[src/rtl/sync_updown_counter.sv]
// Fully synchronous up/down counter with programmable modulus, prescaled enable,
// parallel load, synchronous clear, and registered STEP / TC (wrap) pulses.
module sync_updown_counter #(
   parameter int WIDTH    = 4,
   parameter int MOD_MAX  = 9,
   parameter int PRESCALE = 1
) (
   input  logic             CLK,
   input  logic             RST_N,
   input  logic             EN,
   input  logic             UP,
   input  logic             CLR,
   input  logic             LOAD,
   input  logic [WIDTH-1:0] LOAD_VAL,
   output logic [WIDTH-1:0] Q,
   output logic             STEP,
   output logic             TC
);

   localparam int               PCW     = (PRESCALE > 1) ? $clog2(PRESCALE) : 1;
   localparam logic [PCW-1:0]   PC_LAST = PCW'(PRESCALE - 1);
   localparam logic [WIDTH-1:0] Q_MAX   = WIDTH'(MOD_MAX);

   generate
      if (WIDTH < 2 || WIDTH > 16) begin : g_bad_width
         $error("sync_updown_counter: WIDTH must be 2..16");
      end
      if (MOD_MAX == 0 || MOD_MAX > (1 << WIDTH) - 1) begin : g_bad_mod
         $error("sync_updown_counter: MOD_MAX must be 1..2^WIDTH-1");
      end
      if (PRESCALE < 1 || PRESCALE > 1024) begin : g_bad_prescale
         $error("sync_updown_counter: PRESCALE must be 1..1024");
      end
   endgenerate

   // Out-of-range load values saturate to the top of the count range.
   function automatic logic [WIDTH-1:0] clamp_load(input logic [WIDTH-1:0] v);
      return (v > Q_MAX) ? Q_MAX : v;
   endfunction

   function automatic logic wraps(input logic [WIDTH-1:0] q, input logic up);
      return up ? (q == Q_MAX) : (q == '0);
   endfunction

   function automatic logic [WIDTH-1:0] next_count(input logic [WIDTH-1:0] q, input logic up);
      if (up)
         return (q == Q_MAX) ? '0 : q + 1'b1;
      else
         return (q == '0) ? Q_MAX : q - 1'b1;
   endfunction

   logic [PCW-1:0] pc;
   logic           step_now;

   assign step_now = EN && (pc == PC_LAST);

   always_ff @(posedge CLK or negedge RST_N) begin
      if (!RST_N) begin
         Q    <= '0;
         pc   <= '0;
         STEP <= 1'b0;
         TC   <= 1'b0;
      end else if (CLR) begin
         Q    <= '0;
         pc   <= '0;
         STEP <= 1'b0;
         TC   <= 1'b0;
      end else if (LOAD) begin
         Q    <= clamp_load(LOAD_VAL);
         pc   <= '0;
         STEP <= 1'b0;
         TC   <= 1'b0;
      end else if (step_now) begin
         Q    <= next_count(Q, UP);
         pc   <= '0;
         STEP <= 1'b1;
         TC   <= wraps(Q, UP);
      end else begin
         // EN low freezes the prescaler mid-count rather than restarting it.
         if (EN)
            pc <= pc + 1'b1;
         STEP <= 1'b0;
         TC   <= 1'b0;
      end
   end

endmodule

[config.mk]
export PLATFORM = sky130hd
export DESIGN_NAME = sync_updown_counter
export DESIGN_NICKNAME = d
export VERILOG_FILES = /design/src/rtl/sync_updown_counter.sv
export SDC_FILE = /design/constraint.sdc
export NUM_CORES = 1
export LEC_CHECK = 0
export CAP_MARGIN = 20
export CORE_MARGIN = 4
export CORE_UTILIZATION = 40
export DETAILED_ROUTE_END_ITERATION = 10
export GPL_ROUTABILITY_DRIVEN = 0
export PLACE_DENSITY_LB_ADDON = 0.25
export SLEW_MARGIN = 25
export SYNTH_ARGS = -nofsm -noshare
export SYNTH_HDL_FRONTEND = slang
export SYNTH_SLANG_ARGS = --single-unit
export TNS_END_PERCENT = 100
[constraint.sdc]
create_clock -name CLK -period 1.65 [get_ports CLK]
set_input_delay 0.33 -clock CLK [delete_from_list [all_inputs] [get_ports CLK]]
set_output_delay 0.33 -clock CLK [all_outputs]
set_load 0.005 [all_outputs]
# After elaboration in Yosys (flattened, before gate mapping)
# Cells that the tools add are included.
# Widths: inputs -> output; s select.
[op_classes]
n_lt_le_gt_ge = 1
n_div = 0
n_addsub = 3
mux = 18
n_eq_ne = 1
shifts = 0
bitwise_logic = 1
multipliers = 0
n_reduce_logical = 4
[op_table]
columns = ["op", "n"]
rows = [
  ["$mux 4", 7],
  ["$mux 1", 11],
  ["$add 4x1->4 const B", 1],
  ["$eq 4x4->1 const B", 1],
  ["$gt 4x4->1 const B", 1],
  ["$logic_not 4->1", 1],
  ["$reduce_bool 4->1", 1],
  ["$sub 4x1->4 const B", 1],
  ["$reduce_bool 3->1", 1],
  ["$add 1x1->1 const B", 1],
  ["$logic_and 1x1->1", 1],
  ["$not 1->1", 1],
]
[totals]
ff_bits = 7
word_cells = 32
inputBits = 10
mem_bits_ro = 0
ram_bits = 0
output_inout_bits = 6
n_memories = 0
latch_bits = 0

# Longest topological paths before layout
# Gate-level depths: netlist of run 1.
[logic_depth]
ltp_word = 6
mapped_depth = 6
ltp_nobuf = 6

# Worst setup path before layout of run 1
# No wires, ideal clock.
[synth_path]
path_kind = "register to register"
startpoint = "reg Q[0]"
endpoint = "reg Q[1]"
t_required_ps = 1556
setup_time_ps = 94
arrival_time_ps = 1734
slack_ps = -178
synth_period_minus_slack_ps = 1828
n_path_buf = 0
stages_incl_launch_ff = 7
path_cell_list = "dfrtp_1 -> inv_1 -> ha_1 -> or3b_1 -> a21oi_1 -> or4_1 -> a221oi_2"
[synth_between]
elab_chain_cells = 6
elab_cells_between_ends = 10
cone_classes = "add/sub: 2; eq/ne: 1; mux: 6; reduce/logical: 1"
[synth_rtl]
columns = ["element", "line_no", "rtl"]
rows = [
  ["start, declared", "15", "output logic [WIDTH-1:0] Q,"],
  ["start signal, assigned", "69", "Q <= clamp_load(LOAD_VAL);"],
  ["start signal, assigned", "74", "Q <= next_count(Q, UP);"],
  ["$sub 4x1->4, or another cell as far along", "49", "return (q == '0) ? Q_MAX : q - 1'b1;"],
  ["$mux 4, on equally long branches", "49, 47", ""],
  ["$mux 4 *", "46", "if (up)"],
  ["$mux 4 *", "73", "end else if (step_now) begin"],
  ["$mux 4 *", "68", "end else if (LOAD) begin"],
  ["$mux 4 *", "63", "end else if (CLR) begin"],
]
# Every way passes the cells marked *; elsewhere a longest branch is shown, timed or not. The select of a mux whose other input is x is not followed.
# A chain may end at the register's enable or synchronous reset.

# Final worst setup path of run 1
[layout_path]
startpoint = "reg Q[1]"
endpoint = "reg Q[1]"
# Same word-level chain as after synthesis.

==> results of run 1 <==
-- cells in the mapped netlist, types with 2 or more instances --
library cell  instances
clkbuf_1              2
nand2_1               5
and2_1                2
a21oi_1               4
o31ai_1               2
nor3_1                2
dfrtp_1               7
inv_1                 6
or3b_2                2
o21ai_0               3
ha_1                  4
a31oi_1               3
-- flip-flops by register name (all words and copies together), names as in the netlist --
| register | cells |
|---|---|
| STEP | 1 |
| Q | 4 |
| TC | 1 |
| pc | 1 |
-- how the worst max path moves through the flow --
stage	to	startpoint	cells past startpoint
CTS	Q[1]$_DFFE_PN0P_	Q[1]$_DFFE_PN0P_	6
global route	Q[1]$_DFFE_PN0P_	Q[1]$_DFFE_PN0P_	6
floorplan	Q[1]$_DFFE_PN0P_	Q[1]$_DFFE_PN0P_	6
finish	Q[1]$_DFFE_PN0P_	Q[1]$_DFFE_PN0P_	6
global placement	Q[1]$_DFFE_PN0P_	UP	5
detailed placement	Q[1]$_DFFE_PN0P_	UP	5
-- area by class of cell --
type,instances,area (um^2),area share
tap,15,18.77,0.01995
sequential,7,178.9,0.1902
inverter,6,22.52,0.02394
multi-input combinational,45,385.4,0.4096
clock buffer,4,26.28,0.02793
timing repair buffer,36,309.0,0.3285
-- cells by family (layout without fill, tap and decap cells) --
kind of cell             Yosys count  count (layout)
AND/OR/NAND/NOR                   21              21
flip-flops                         7               7
adder cells (fa/ha/maj)            4               4
buffers and inverters             10              46
AO/OA/AOI/OAI                     19              19
multiplexers                       1               1
-- metrics by stage --
step / instances / power [mW] / area, um^2
after floorplan: 62 / 0.3007 / 576.8
after global placement: 99 / 0.3886 / 802.0
after CTS: 107 / 0.5699 / 875.8
after global routing: 113 / 0.6398 / 940.9
after detailed placement: 99 / 0.3920 / 802.0
final: 113 / 0.6050 / 940.9
-- worst max-delay path, cell delays in order, from the launching register on --
cell and delay [ns]:
dfrtp_1 0.36, inv_2 0.09, ha_4 0.18, or3b_1 0.17
a21oi_2 0.06, or4_4 0.51, a221oi_2 0.24
-- power by group --
| group | switching, mW | internal [mW] |
|---|---|---|
| sequential | 0.00930 | 0.183 |
| clock | 0.0647 | 0.0924 |
| combinational | 0.109 | 0.147 |
| total | 0.183 | 0.422 |
-- routing by layer --
metal / share of wire / GRT usage / vias up
li1: - / - / 305
met1: 0.44 / 0.2000 / 292
met2: 0.46 / 0.2201 / 35
met3: 0.075 / 0.01581 / 6
met4: 0.025 / 0.09942 / 0
met5: 0 / 0 / -
-- what timing repair did --
item | in CTS | in global routing
gates resized for setup | 6 | 8
setup endpoints to repair | 3 | 4
pin swaps | 2 | 5
buffers inserted | 4 | 6
==> results.cfg, run 1 <==
[status]
status = complete, but fails checks
violations = setup timing

[worst_setup_path]
cp_max_fo = 5
r2r_cells = 6
regToRegStartpoint = Q[1]$_DFFE_PN0P_
r2r-end = Q[1]$_DFFE_PN0P_
start_kind = flop
criticalPathCategory = reg2reg
worstSetupEndpointType = flop
r2r_slack_ns = -0.06
crit_arrival_ns = 1.86
cp.required_ns = 1.81

[synthesis]
synth_adder_area_share = 0.08889
synth_area_leaders = dfrtp_1 (31%), ha_1 (8.9%), inv_1 (4.0%)
synth_edf_count = 0
synth_ff_type = dfrtp_1
syn_inst = 62
syn-num-nets = 76
synthMuxAreaShare = 0.04000
yosysWarnings = 0
synth_area_leader_cell = dfrtp_1
seq_area_frac_synth = 0.3111
synth_xor_area_frac = 0
ys_seq_elements = 7
synth-compound-area-share = 0.2356
synth_top_family_by_area = simple AND/OR/NAND/NOR gates
synthSimpleGateAreaFrac = 0.2378
netlist_area_um2 = 563.0
async_flop_share = 1.000
synth.top_cell.area_share = 0.3111
synth.distinct_cells = 32
syn_area_per_cell_um2 = 9.081

[detailed_routing]
post_drt_via_cell_ratio = 5.646
vias = 638
ant_nets = 0
drt_iter0_drc = 14
drc = 0
detail_route.wirelength_um = 1579
wl_per_cell_um = 13.97
first_pass_iters = 5

[timing]
slew_viol_final = 0
worstMarginPinSlew_ns = 0.3786
fin_setup_tns_ns = -0.08043
hold_violations = 0
timing.hold.ws_ns = 0.3316
slew_headroom = 0.7465
rsz0062_at_grt = true
layout_worst_path_cycle_share = 1.033
min_period_ns = 1.705
setup_violations = 2
fin_skew_ns = 0.001756
fin_ws_ns = -0.05522
fmax_ghz = 0.5864

[die]
dieWidth_um = 45.52
fp.dieArea_um2 = 2072
ios = 16
core_um2 = 1318
die_h_um = 45.52
num_rows = 13
initial_utilization = 0.4274

[finish]
area_growth_pct = 67.11
mostFrequentLayoutCells = buf_4 (21), clkdlybuf4s50_1 (13), nand2_1 (5), dfrtp_1 (4), inv_1 (4)
final_nets = 113
drive_gt1_frac = 0.4388
finish.utilization = 0.7142
fillers = 98
diodes = 0
mostFrequentLayoutCell = buf_4

[cts]
ctsLongestPathBuffers = 2
tritoncts.num_buffers = 3
path_clk_slew_ns = 0.05
clock_latency_ns = 0.25
cts_tree = built
cts.htree.levels = 1
clock-sinks = 7
cts_hold_buffers = 0
cts-root-buf = clkbuf_4

[placed_design]
dp_hpwl_um = 1031
preCtsSetupSlack_ns = -0.3067
io_buffers = 15

[global_route]
grt_max_degree = 9
grt_pass1_wl_um = 2214
grt_pass1_vias = 531
track_usage = 0.1482
antenna_found_initial = 0
grt_remaining_overflow = 0

[hold_path]
hold_path_class = in2async

[power]
ir_worst_vdd_mv = 0.3784
leakage_nw = 0.4212
p_per_area_nw_per_um2 = 643.0

[flow_run]
drv_cap = 0
(Power assumes the default switching activity.)
==> inputs of run 2 (changes only) <==
--- a/config.mk
+++ b/config.mk
@@ -10,8 +10,8 @@
 export CORE_UTILIZATION = 40
 export DETAILED_ROUTE_END_ITERATION = 10
 export GPL_ROUTABILITY_DRIVEN = 0
-export PLACE_DENSITY_LB_ADDON = 0.25
-export SLEW_MARGIN = 25
+export PLACE_DENSITY = 0.8
+export SLEW_MARGIN = 20
 export SYNTH_ARGS = -nofsm -noshare
 export SYNTH_HDL_FRONTEND = slang
 export SYNTH_SLANG_ARGS = --single-unit
==> run 2 against run 1 <==
Net effect: the run still ends with setup timing left; die area unchanged; combinational power down 6%; count of clock-buffer cells in the layout unchanged; largest cell class unchanged.
==> results.cfg, run 2 (synthesis results as in run 1) <==
[status]
status = complete, but fails checks
violations = setup timing

[die]
ios = 16
die_h_um = 45.52
initial_utilization = 0.4274
fp.dieArea_um2 = 2072
dieWidth_um = 45.52
num_rows = 13
core_um2 = 1318

[cts]
ctsLongestPathBuffers = 2
path_clk_slew_ns = 0.05
tritoncts.num_buffers = 3
clock_latency_ns = 0.26
cts_hold_buffers = 0
cts-root-buf = clkbuf_4
clock-sinks = 7
cts.htree.levels = 1
cts_tree = built

[finish]
mostFrequentLayoutCell = buf_4
diodes = 0
final_nets = 109
final_cell_area_um2 = 909.6
multi_input_area_um2 = 380.4
regArea_um2 = 178.9
area_growth_pct = 61.56
largest_reg_flops = 4
regMostFlops = Q
drive_gt1_frac = 0.3936
fillers = 91
mostFrequentLayoutCells = buf_4 (17), clkdlybuf4s50_1 (13), nand2_1 (5), dfrtp_1 (4), inv_1 (4)

[detailed_routing]
wl_met1_um = 725
wl_met3_um = 86
ant_nets = 0
drc = 0
post_drt_via_cell_ratio = 5.725
detail_route.wirelength_um = 1698
top_layer = met4
drt_iter0_drc = 11
met2_length_um = 820
first_pass_iters = 4
vias = 624
wl_per_cell_um = 15.58

[timing]
fmax_ghz = 0.5835
timing.hold.ws_ns = 0.3310
setup_violations = 2
layout_worst_path_cycle_share = 1.039
slew_viol_final = 0
rsz0062_at_grt = true
min_period_ns = 1.714
fin_ws_ns = -0.06391
worstMarginPinSlew_ns = 0.3899
fin_setup_tns_ns = -0.1003
fin_skew_ns = 0.002013
hold_violations = 0
slew_headroom = 0.7389

[power]
p_comb_frac = 0.401
clkPwrFrac = 0.274
p_int_mw = 0.4102
power_switching_mw = 0.1884
p_sw_frac = 0.3147
ir_worst_vdd_mv = 0.4699
seq_power_share = 0.325
finalPower_mw = 0.5986
p_per_area_nw_per_um2 = 658.1
leakage_nw = 0.4122

[global_route]
grt_pass1_wl_um = 2573
grt_remaining_overflow = 0
antenna_found_initial = 0
grt_max_degree = 11
track_usage = 0.1843
grt_pass1_vias = 604

[worst_setup_path]
worstPathCellList = inv_2 -> ha_4 -> or3b_1 -> a21oi_2 -> or4_4 -> a221oi_2
start_kind = flop
cpMaxStageDelayCell = or4_4
worstSetupEndpointType = flop
cp_top_family = simple AND/OR/NAND/NOR gates
criticalPathCategory = reg2reg
crit_arrival_ns = 1.88
crit_buf_inv = 1
critPathMaxStageDelay_ns = 0.51
cp_max_fo = 4
cp.required_ns = 1.81

[placed_design]
post_dp_cell_area_um2 = 802.0
dp_hpwl_um = 1102
io_buffers = 15

[hold_path]
hold_path_class = in2async

[flow_run]
drv_cap = 0
==> run 2: changes by cell type in the layout (fill, tap and decap cells not counted) <==
cell,delta
dlymetal6s2s_1,+1
dlygate4sd2_1,-1
a221oi_2,+1
or3b_2,+1
buf_4,-4
ha_2,-2
ha_1,+2
or3b_4,-1
a21oi_2,-1
a21oi_1,+1
a221oi_1,-1
==> run 2: area by class of cell <==
class                           instances  share of cell area
Clock buffer                            4             0.02889
Multi-Input combinational cell         45              0.4182
Timing Repair Buffer                   32              0.3109
Inverter                                6             0.02476
Tap cell                               15             0.02063
Sequential cell                         7              0.1967
==> run 2: repair_timing <==
action,4_1_cts,5_1_grt
setup endpoints to repair,3,7
buffers inserted,3,3
gates resized for setup,5,6
pin swaps,4,2
==> run 2: path summary, 6_finish.rpt <==
check                                 start                to  slack, ns  depth (start not counted)
min in group CLK             pc$_DFFE_PN0P_    pc$_DFFE_PN0P_       0.54                          1
max reg2reg                Q[0]$_DFFE_PN0P_  Q[1]$_DFFE_PN0P_      -0.06                          6
min                                   RST_N  Q[1]$_DFFE_PN0P_       0.33                          1
min reg2reg                  pc$_DFFE_PN0P_    pc$_DFFE_PN0P_       0.54                          1
max in group asynchronous             RST_N  Q[0]$_DFFE_PN0P_       1.06                          1
max                        Q[0]$_DFFE_PN0P_  Q[1]$_DFFE_PN0P_      -0.06                          6
==> run 2: per-layer routing <==
metal,GRT usage,up-vias
met4,0.1053,0
met1,0.2005,302
met5,0,-
li1,-,293
met2,0.3092,21
met3,0.05929,8
==> run 2: power groups by stage <==
stage / Clock, mW / Sequential [mW] / Combinational (mW)
6_report: 0.164 / 0.195 / 0.240
5_1_grt: 0.187 / 0.196 / 0.257
4_1_cts: 0.166 / 0.197 / 0.212
3_5_place_dp: 0 / 0.199 / 0.195
3_3_place_gp: 0 / 0.198 / 0.190
2_1_floorplan: 0 / 0.199 / 0.101
==> run 2: per-stage QoR <==
step                setup slack, ns  std cells  utilization
finish                     -0.06391        109       0.6904
global route                -0.1424        109       0.6904
CTS                        -0.05102        106       0.6581
detailed placement          -0.3079         99       0.6087
global placement            -0.2236         99       0.6087
floorplan                  -0.02811         62            -
==> inputs of run 3 (changes only) <==
--- a/config.mk
+++ b/config.mk
@@ -10,7 +10,7 @@
 export CORE_UTILIZATION = 40
 export DETAILED_ROUTE_END_ITERATION = 10
 export GPL_ROUTABILITY_DRIVEN = 0
-export PLACE_DENSITY = 0.8
+export PLACE_DENSITY = 0.72
 export SLEW_MARGIN = 20
 export SYNTH_ARGS = -nofsm -noshare
 export SYNTH_HDL_FRONTEND = slang
==> run 3 against run 2 <==
Net effect: the run still ends with setup timing left; fmax down 4.0%; first-iteration DRC count down 18%; clock power about the same; via count down 1.3%; sequential power about the same; utilization up 0.095 points; power down 0.29%; cell count unchanged.
==> results.cfg, run 3 (synthesis results as in run 1) <==
[timing]
worstMarginPinSlew_ns = 0.4363
slew_headroom = 0.7079
hold_violations = 0
setup_violations = 3
fin_skew_ns = 0.006521
slew_viol_final = 0
fmax_ghz = 0.5604
timing.hold.ws_ns = 0.3195
rsz0062_at_grt = true
min_period_ns = 1.784
layout_worst_path_cycle_share = 1.082
fin_ws_ns = -0.1345

[placed_design]
post_dp_cell_area_um2 = 794.5
dp_hpwl_um = 1035
io_buffers = 15

[detailed_routing]
vias = 616
drc = 0
wl_per_cell_um = 14.05
post_drt_via_cell_ratio = 5.651
ant_nets = 0
first_pass_iters = 4
drt_iter0_drc = 9
detail_route.wirelength_um = 1531

[worst_setup_path]
cp.required_ns = 1.81
criticalPathCategory = reg2reg
cp_max_fo = 4
start_kind = flop
r2r_slack_ns = -0.13
worstSetupEndpointType = flop
crit_arrival_ns = 1.95

[finish]
mostFrequentLayoutCells = buf_4 (17), clkdlybuf4s50_1 (15), nand2_1 (5), dfrtp_1 (4)
drive_gt1_frac = 0.4043
multi_input_area_um2 = 386.6
largest_reg_flops = 4
fillers = 100
diodes = 0
final_cell_area_um2 = 910.9
finish.utilization = 0.6914
final_nets = 109
regMostFlops = Q
area_growth_pct = 61.78
mostFrequentLayoutCell = buf_4
regArea_um2 = 178.9

[global_route]
grt_pass1_vias = 505
antenna_found_initial = 0
grt_util_met3 = 0.02372
met2_usage = 0.2228
grt_max_degree = 13
use_met1 = 0.1995
grt_remaining_overflow = 0
grt_busiest_layer = met2
track_usage = 0.1513
grt_pass1_wl_um = 2166

[power]
ir_worst_vdd_mv = 0.3669
p_per_area_nw_per_um2 = 655.3
leakage_nw = 0.3859

[cts]
cts_hold_buffers = 0
tritoncts.num_buffers = 3
clock-sinks = 7
clock_latency_ns = 0.26
cts-root-buf = clkbuf_4
cts_tree = built
path_clk_slew_ns = 0.06
cts.htree.levels = 1
ctsLongestPathBuffers = 2

[die]
num_rows = 13
dieWidth_um = 45.52
fp.dieArea_um2 = 2072
core_um2 = 1318
initial_utilization = 0.4274
die_h_um = 45.52
ios = 16

[status]
status = complete, but fails checks
violations = setup timing

[hold_path]
hold_path_class = in2async

[flow_run]
drv_cap = 0
[run 3: layout make-up]
| class | instances | share of cell area |
|---|---|---|
| timing repair buffer | 32 | 0.3049 |
| clock buffer | 4 | 0.02885 |
| sequential | 7 | 0.1964 |
| inverter | 6 | 0.02473 |
| tap | 15 | 0.02060 |
| multi-input combinational | 45 | 0.4245 |
[run 3: repair_timing]
action	in CTS	in global routing
buffers inserted	0	7
gates resized for setup	2	9
endpoints found under the setup margin	5	7
pin swaps	0	4
[run 3: power breakdown]
group / switching [mW] / internal, mW / leakage, nW
Sequential: 0.0152 / 0.183 / 0.0895
Combinational: 0.0990 / 0.138 / 0.281
Clock: 0.0689 / 0.0926 / 0.0150
Total: 0.183 / 0.414 / 0.386
[run 3: final timing paths]
check,start,end,depth (start not counted)
hold reg to reg,pc$_DFFE_PN0P_,pc$_DFFE_PN0P_,1
setup reg to reg,Q[0]$_DFFE_PN0P_,Q[1]$_DFFE_PN0P_,6
min in group CLK,pc$_DFFE_PN0P_,pc$_DFFE_PN0P_,1
max in group asynchronous,RST_N,Q[3]$_DFFE_PN0P_,1
hold / removal,RST_N,STEP$_DFF_PN0_,1
setup / recovery,Q[0]$_DFFE_PN0P_,Q[1]$_DFFE_PN0P_,6
[run 3: through the flow]
stage	setup TNS, ns	total power, mW	worst slack, ns	cells
after floorplan	-0.02811	0.3007	-0.02811	62
after detailed placement	-0.7654	0.3913	-0.2877	98
after global routing	-0.4266	0.6330	-0.1675	109
after global placement	-0.4896	0.3876	-0.2252	98
final	-0.1760	0.5969	-0.1345	109
after CTS	-0.1036	0.5606	-0.09166	102
[run 3: critical path, stage by stage (launching register included)]
cell and delay [ns]:
dfrtp_2 0.39, inv_2 0.07, ha_4 0.16, or3b_4 0.24, a21oi_4 0.05, or4_4 0.53, a221oi_2 0.24
[run 3: per-layer routing]
| metal | up-vias | share of wire |
|---|---|---|
| met3 | 4 | 0.061 |
| met5 | - | 0 |
| met1 | 293 | 0.46 |
| met4 | 0 | 0.019 |
| li1 | 297 | - |
| met2 | 22 | 0.46 |
